$ cat config.mk
export PLATFORM = sky130hd
export DESIGN_NAME = hazard_unit_mc
export DESIGN_NICKNAME = d
export VERILOG_FILES = /design/src/rtl/hazard_unit_mc.sv
export SDC_FILE = /design/constraint.sdc
export NUM_CORES = 1
export LEC_CHECK = 0
export ABC_CLOCK_PERIOD_IN_PS = 1200
export CAP_MARGIN = 40
export CELL_PAD_IN_SITES_DETAIL_PLACEMENT = 0
export CELL_PAD_IN_SITES_GLOBAL_PLACEMENT = 1
export CORE_ASPECT_RATIO = 0.9
export CORE_MARGIN = 3
export CORE_UTILIZATION = 15
export DETAILED_ROUTE_END_ITERATION = 6
export PLACE_DENSITY = 0.84
export SYNTH_ARGS = -nofsm -noshare
export SYNTH_HDL_FRONTEND = slang
export SYNTH_SLANG_ARGS = --single-unit
$ cat constraint.sdc
create_clock -name clk -period 1.2 [get_ports clk]
set_input_delay 0.24 -clock clk [delete_from_list [all_inputs] [get_ports clk]]
set_output_delay 0.24 -clock clk [all_outputs]
set_load 0.02 [all_outputs]
$ cat src/rtl/hazard_unit_mc.sv
// Hazard unit for the 5-stage core: forwarding, load-use, memory-wait and multiply stalls.
// Define HAZ_PERF_EN to build the StallCount/FlushCount performance counters.
module hazard_unit_mc #(
  parameter int NSRC    = 2,
  parameter int REGW    = 4,
  parameter int LD_LAT  = 1,
  parameter int MUL_LAT = 1,
  parameter int PC_REG  = 15
) (
  input  logic                   clk,
  input  logic                   reset,
  input  logic [NSRC*REGW-1:0]   RA_D,
  input  logic [NSRC*REGW-1:0]   RA_E,
  input  logic [REGW-1:0]        WA_E,
  input  logic [REGW-1:0]        WA_M,
  input  logic [REGW-1:0]        WA_W,
  input  logic                   RegWriteE,
  input  logic                   RegWriteM,
  input  logic                   RegWriteW,
  input  logic                   MemtoRegE,
  input  logic                   MemOpM,
  input  logic                   MulStartE,
  input  logic                   BranchTakenE,
  input  logic                   PCWrPendingF,
  input  logic                   PCSrcW,
  output logic                   StallF,
  output logic                   StallD,
  output logic                   StallE,
  output logic                   StallM,
  output logic                   FlushD,
  output logic                   FlushE,
  output logic                   FlushM,
  output logic                   FlushW,
  output logic [2*NSRC-1:0]      ForwardE,
  output logic                   MemBusy,
  output logic                   MulBusy,
  output logic [15:0]            StallCount,
  output logic [15:0]            FlushCount
);

  localparam int MEMW = $clog2(LD_LAT) + 1;
  localparam int MULW = $clog2(MUL_LAT) + 1;
  localparam logic [MEMW-1:0] MEM_INIT = MEMW'(LD_LAT - 1);
  localparam logic [MULW-1:0] MUL_INIT = MULW'(MUL_LAT - 1);
  localparam logic [REGW-1:0] PC = REGW'(PC_REG);

  logic [MEMW-1:0] memCnt;
  logic [MULW-1:0] mulCnt;
  logic            memStarted;
  logic            mulStarted;
  logic            memLoad;
  logic            mulLoad;
  logic            useHit;
  logic            ldrStall;

  always_comb begin
    ForwardE = '0;
    useHit   = 1'b0;
    for (int i = 0; i < NSRC; i++) begin
      if (RA_E[i*REGW +: REGW] == WA_M && RegWriteM &&
          RA_E[i*REGW +: REGW] != PC)
        ForwardE[2*i +: 2] = 2'b10;
      else if (RA_E[i*REGW +: REGW] == WA_W && RegWriteW &&
               RA_E[i*REGW +: REGW] != PC)
        ForwardE[2*i +: 2] = 2'b01;
      if (RA_D[i*REGW +: REGW] == WA_E)
        useHit = 1'b1;
    end
  end

  assign ldrStall = MemtoRegE & RegWriteE & useHit;

  assign MemBusy = (memCnt != '0);
  assign MulBusy = (mulCnt != '0);

  assign StallM = MemBusy;
  assign StallE = MemBusy | MulBusy;
  assign StallD = StallE | ldrStall;
  assign StallF = StallD | PCWrPendingF;
  assign FlushW = MemBusy;
  assign FlushM = MulBusy & ~MemBusy;
  assign FlushE = (ldrStall | BranchTakenE) & ~StallE;
  assign FlushD = PCWrPendingF | PCSrcW | BranchTakenE;

  assign memLoad = MemOpM & ~MemBusy & ~memStarted;
  assign mulLoad = MulStartE & ~MulBusy & ~mulStarted;

  // Started flags keep an op held in its stage from re-arming its counter.
  always_ff @(posedge clk) begin
    if (reset) begin
      memCnt     <= '0;
      memStarted <= 1'b0;
    end else if (memLoad) begin
      memCnt     <= MEM_INIT;
      memStarted <= 1'b1;
    end else if (MemBusy) begin
      memCnt     <= memCnt - MEMW'(1);
    end else begin
      memStarted <= 1'b0;
    end
  end

  always_ff @(posedge clk) begin
    if (reset) begin
      mulCnt     <= '0;
      mulStarted <= 1'b0;
    end else if (mulLoad) begin
      mulCnt     <= MUL_INIT;
      mulStarted <= 1'b1;
    end else begin
      if (MulBusy)
        mulCnt <= mulCnt - MULW'(1);
      if (!StallE)
        mulStarted <= 1'b0;
    end
  end

`ifdef HAZ_PERF_EN
  logic [15:0] stallCnt;
  logic [15:0] flushCnt;
  logic        anyFlush;

  assign anyFlush = FlushD | FlushE | FlushM | FlushW;

  always_ff @(posedge clk) begin
    if (reset) begin
      stallCnt <= '0;
      flushCnt <= '0;
    end else begin
      if (StallF && stallCnt != 16'hFFFF)
        stallCnt <= stallCnt + 16'd1;
      if (anyFlush && flushCnt != 16'hFFFF)
        flushCnt <= flushCnt + 16'd1;
    end
  end

  assign StallCount = stallCnt;
  assign FlushCount = flushCnt;
`else
  assign StallCount = '0;
  assign FlushCount = '0;
`endif

endmodule

* Word-level counts from Yosys, hierarchy flattened
Cells that the tools add are included.
Operators by class: $add $sub $neg 2, equality and inequality tests 10, muxes and demuxes 10, bitwise logic cells 19, reduce and logical (&&, ||, !) cells 10
Operator list (count):
- == test 4 bit | 6
- bitwise AND 1 bit | 8
- logical AND 1 bit | 8
- two-way mux 1 bit | 8
- inequality test 4 bit (second input constant) | 2
- bitwise OR 1 bit | 6
- OR reduction 3 bit | 2
- NOT 1 bit | 5
- two-way mux 2 bit | 2
- inequality test 2 x 1 -> 1 bit (second input constant) | 2
- subtractor 1 bit (second input constant) | 2
Word-level totals: register bits 4, logic and storage cells 55

* Depth between registers and ports, before layout
depth after elaboration 6, gate-level depth with buffers 4, mapped depth without buffers 4

* Worst setup path after synthesis
No wires, ideal clock.
kind input -> output, start point input port RA_E[0], end point output port ForwardE[0], arrival 1.303 ns, data required time 0.960 ns, setup slack -0.343 ns, stages 4, path buffers 0, cell sequence xnor2_1 -> nand4_1 -> a211oi_1 -> a2111oi_2
Between the ends: longest elaborated chain between the ends 5, elaborated cells on any way between the ends 9, classes of those cells 3 x eq/ne; 2 x mux; 4 x reduce/logical
RTL lines:
- start: declaration | line 13 | input logic [NSRC*REGW-1:0] RA_E,
- == test 4 bit | line 63 | else if (RA_E[i*REGW +: REGW] == WA_W && RegWriteW &&
- logical AND 1 bit (2 in a row) | line 63
- two-way mux 1 bit | line 63
- two-way mux 2 bit (*) | line 60 | if (RA_E[i*REGW +: REGW] == WA_M && RegWriteM &&
- end: declaration | line 34 | output logic [2*NSRC-1:0] ForwardE,
Mark *: on every way between the ends. The rest lies on a longest branch, timed or not.

* Worst setup path after layout
start point input port WA_E[1], end point output port FlushE
Between the ends: longest elaborated chain between the ends 6, elaborated cells on any way between the ends 7, classes of those cells 2 x eq/ne; 2 x mux; 3 x bitwise
RTL lines:
- start: declaration | line 14 | input logic [REGW-1:0] WA_E,
- == test 4 bit | line 66 | if (RA_D[i*REGW +: REGW] == WA_E)
- two-way mux 1 bit | line 66
- two-way mux 1 bit (*) | line 66
- bitwise AND 1 bit (*) | line 71 | assign ldrStall = MemtoRegE & RegWriteE & useHit;
- bitwise OR 1 bit (*) | line 82 | assign FlushE = (ldrStall | BranchTakenE) & ~StallE;
- bitwise AND 1 bit (*) | line 82
- end: declaration | line 31 | output logic FlushE,
Marked as above.

==> results.py <==
metrics = {
    "outcome": {
        "status": "complete, but fails checks",
        "violations": "negative setup slack",
    },
    "detailed_routing": {
        "drc": 0,
        "totalWireLength_um": 2280,
        "routedWlPerCell_um": 11.5,
        "drt-initial-drc-count": 6,
        "via_per_inst": 3.48,
        "num_vias": 692,
        "dr.pass1.iters": 4,
        "antenna_left": 0,
    },
    "clock_tree": {
        "cts_buffer_depth": 2,
        "tritoncts": "built",
        "cts_buffers": 3,
        "cts_max_level": 1,
        "clockRootBuffer": "clkbuf_8",
        "cts_num_sinks": 2,
        "cts_setup_buffers": 0,
        "cts_hold_buf": 0,
    },
    "placement": {
        "port_buffers": 49,
        "dp_hpwl_um": 1850,
        "finalWeightedCongestion": 0.776,
    },
    "logic_synthesis": {
        "yosys.area_share.xor_xnor": 0.271,
        "synth_flop_cell": "dfxtp_1",
        "syn_inst": 87,
        "yosysUniqueCellTypes": 21,
        "syn_area_um2": 647,
        "ys_seq_area_frac": 0.0619,
        "synthArstFlopShare": 0,
        "synthMuxAreaShare": 0,
        "ys_seq_elements": 2,
        "yosysWarnings": 0,
        "synth-simple-area-share": 0.184,
        "synth_compound_area_frac": 0.0716,
        "synth_fa_ha_area_frac": 0,
        "syn_avg_cell_area_um2": 7.44,
        "synth-edff-count": 0,
        "synth_top_family_by_area": "buffers and inverters",
    },
    "floorplan": {
        "die_y_um": 68.3,
        "initial_core_util": 0.157,
        "rows": 22,
        "die_x_um": 75.2,
        "fp.coreArea_um2": 4130,
        "die_area_um2": 5140,
        "ios": 85,
    },
    "pwr": {
        "p_switching_mw": 0.325,
        "p_per_area_nw_per_um2": 602,
        "pwr-share-seq": 0.088,
        "internal_power_mw": 0.529,
        "finalPower_mw": 0.854,
        "pwr-share-clk": 0.303,
        "irDropWorstVdd_v": 0.000250,
        "p_comb_frac": 0.609,
        "p_leak_nw": 0.669,
        "swShare": 0.380,
    },
    "cells_and_area": {
        "nFillCells": 430,
        "area_growth_pct": 119,
        "fin_util": 0.344,
        "final_nets": 192,
        "antenna_cells": 0,
        "drive_gt1_frac": 0.589,
    },
    "timing": {
        "setup_viol": 7,
        "worst_slack_ps": -343,
        "hold_violations": 0,
        "slew_violations": 0,
        "period_share": 1.29,
        "timing.fmax_ghz": 0.648,
        "fin_crit_ps": 1540,
        "grt_setup_unrepaired": "true",
    },
    "job": {
        "drv_cap": 0,
    },
    "global_routing": {
        "grt_max_degree": 5,
        "first_global_vias": 650,
        "grt_overflow": 0,
        "grt_pass1_wl_um": 2930,
        "antenna_found_initial": 0,
        "grt.total_usage": 0.0766,
    },
    "setup_path": {
        "cp_max_fo": 3,
        "worst_setup_path_start_kind": "input port",
        "cp.required_ps": 960,
        "worstPathArrival_ps": 1300,
        "path_class": "input port to primary output",
        "cp-end-kind": "primary output",
    },
    "worst_hold_path": {
        "min_path_type": "input port to primary output",
    },
}
[flip-flops by register name (all words and copies together), names as in the netlist]
signal and flops:
MulBusy 1, FlushW 1
[layer usage]
layer | global-route usage | share of wire | vias up
met5 | 0 | 0 | -
met4 | 0.0197 | 0 | 0
met3 | 0.0103 | 0.053 | 0
met2 | 0.149 | 0.62 | 30
met1 | 0.0867 | 0.33 | 317
li1 | - | - | 345
[synthesized netlist by cell type, types with 2 or more instances]
master,n,area [um2]
nor4_1,2,12.5
nand2_1,3,11.3
xnor2_1,12,105
nand3_1,3,15.0
nor2_1,3,11.3
inv_1,2,7.51
a21oi_1,2,10.0
nor2b_1,3,18.8
dfxtp_1,2,40.0
xor2_1,8,70.1
buf_4,34,255
nand4_1,4,25.0
[metrics by stage]
stage          cells  TNS, ps  hold WS, ps  area [um2]  worst slack [ps]
2_1_floorplan    120     -335          551         808              -116
3_3_place_gp     196    -9070         1180        1200             -1260
3_5_place_dp     196    -9080         1190        1200             -1260
4_1_cts          199    -1950          867        1300              -397
5_1_grt          199    -2110          811        1420              -481
6_report         199    -1540          794        1420              -343
[power groups by stage]
stage                     Clock [mW]  Sequential (mW)  Combinational [mW]
after floorplan                    0           0.0789               0.286
after global placement             0           0.0731               0.435
after detailed placement           0           0.0732               0.438
after CTS                      0.266           0.0724               0.455
after global routing           0.271           0.0754               0.558
final                          0.259           0.0752               0.520
[cell type report]
cell class,count,area (um2),area share
multi-input cells,82,712,0.502
repair buffers,62,556,0.392
well taps,48,60.1,0.0423
flip-flops and latches,2,42.5,0.0300
clock buffers,3,41.3,0.0291
inverters,2,7.51,0.00529
[what timing repair did]
item / 4_1_cts / 5_1_grt
pin swaps: 32 / 18
resized for setup: 201 / 49
endpoints found under the setup margin: 14 / 14
[cell usage in the layout, fill, tap and decap left out, drive strengths merged, types with 3 or more instances in the layout]
cell           Yosys  final
buf               34     47
conb               1     34
xnor2             12     12
clkbuf             0     11
xor2               8      8
nand4              4      4
nand3              3      3
clkdlybuf4s15      0      3
nand2              3      3
nor2               3      3
nor2b              3      3
[worst max-delay path: stages]
cell	delay [ps]
buf_12	110
xor2_4	180
nor4_4	270
o211ai_1	200
a21oi_2	170
buf_6	130
[worst paths after layout]
path	slack, ps	cells after the start	start	to
hold / removal	790	3	PCWrPendingF	FlushD
setup / recovery	-340	6	WA_E[1]	FlushE
[logic make-up after synthesis]
group / Yosys count
XOR/XNOR: 20
buffers and inverters: 36
flip-flops: 2
AO/OA/AOI/OAI: 6
other: 1
AND/OR/NAND/NOR: 22
Power figures use the tool's default switching activity.
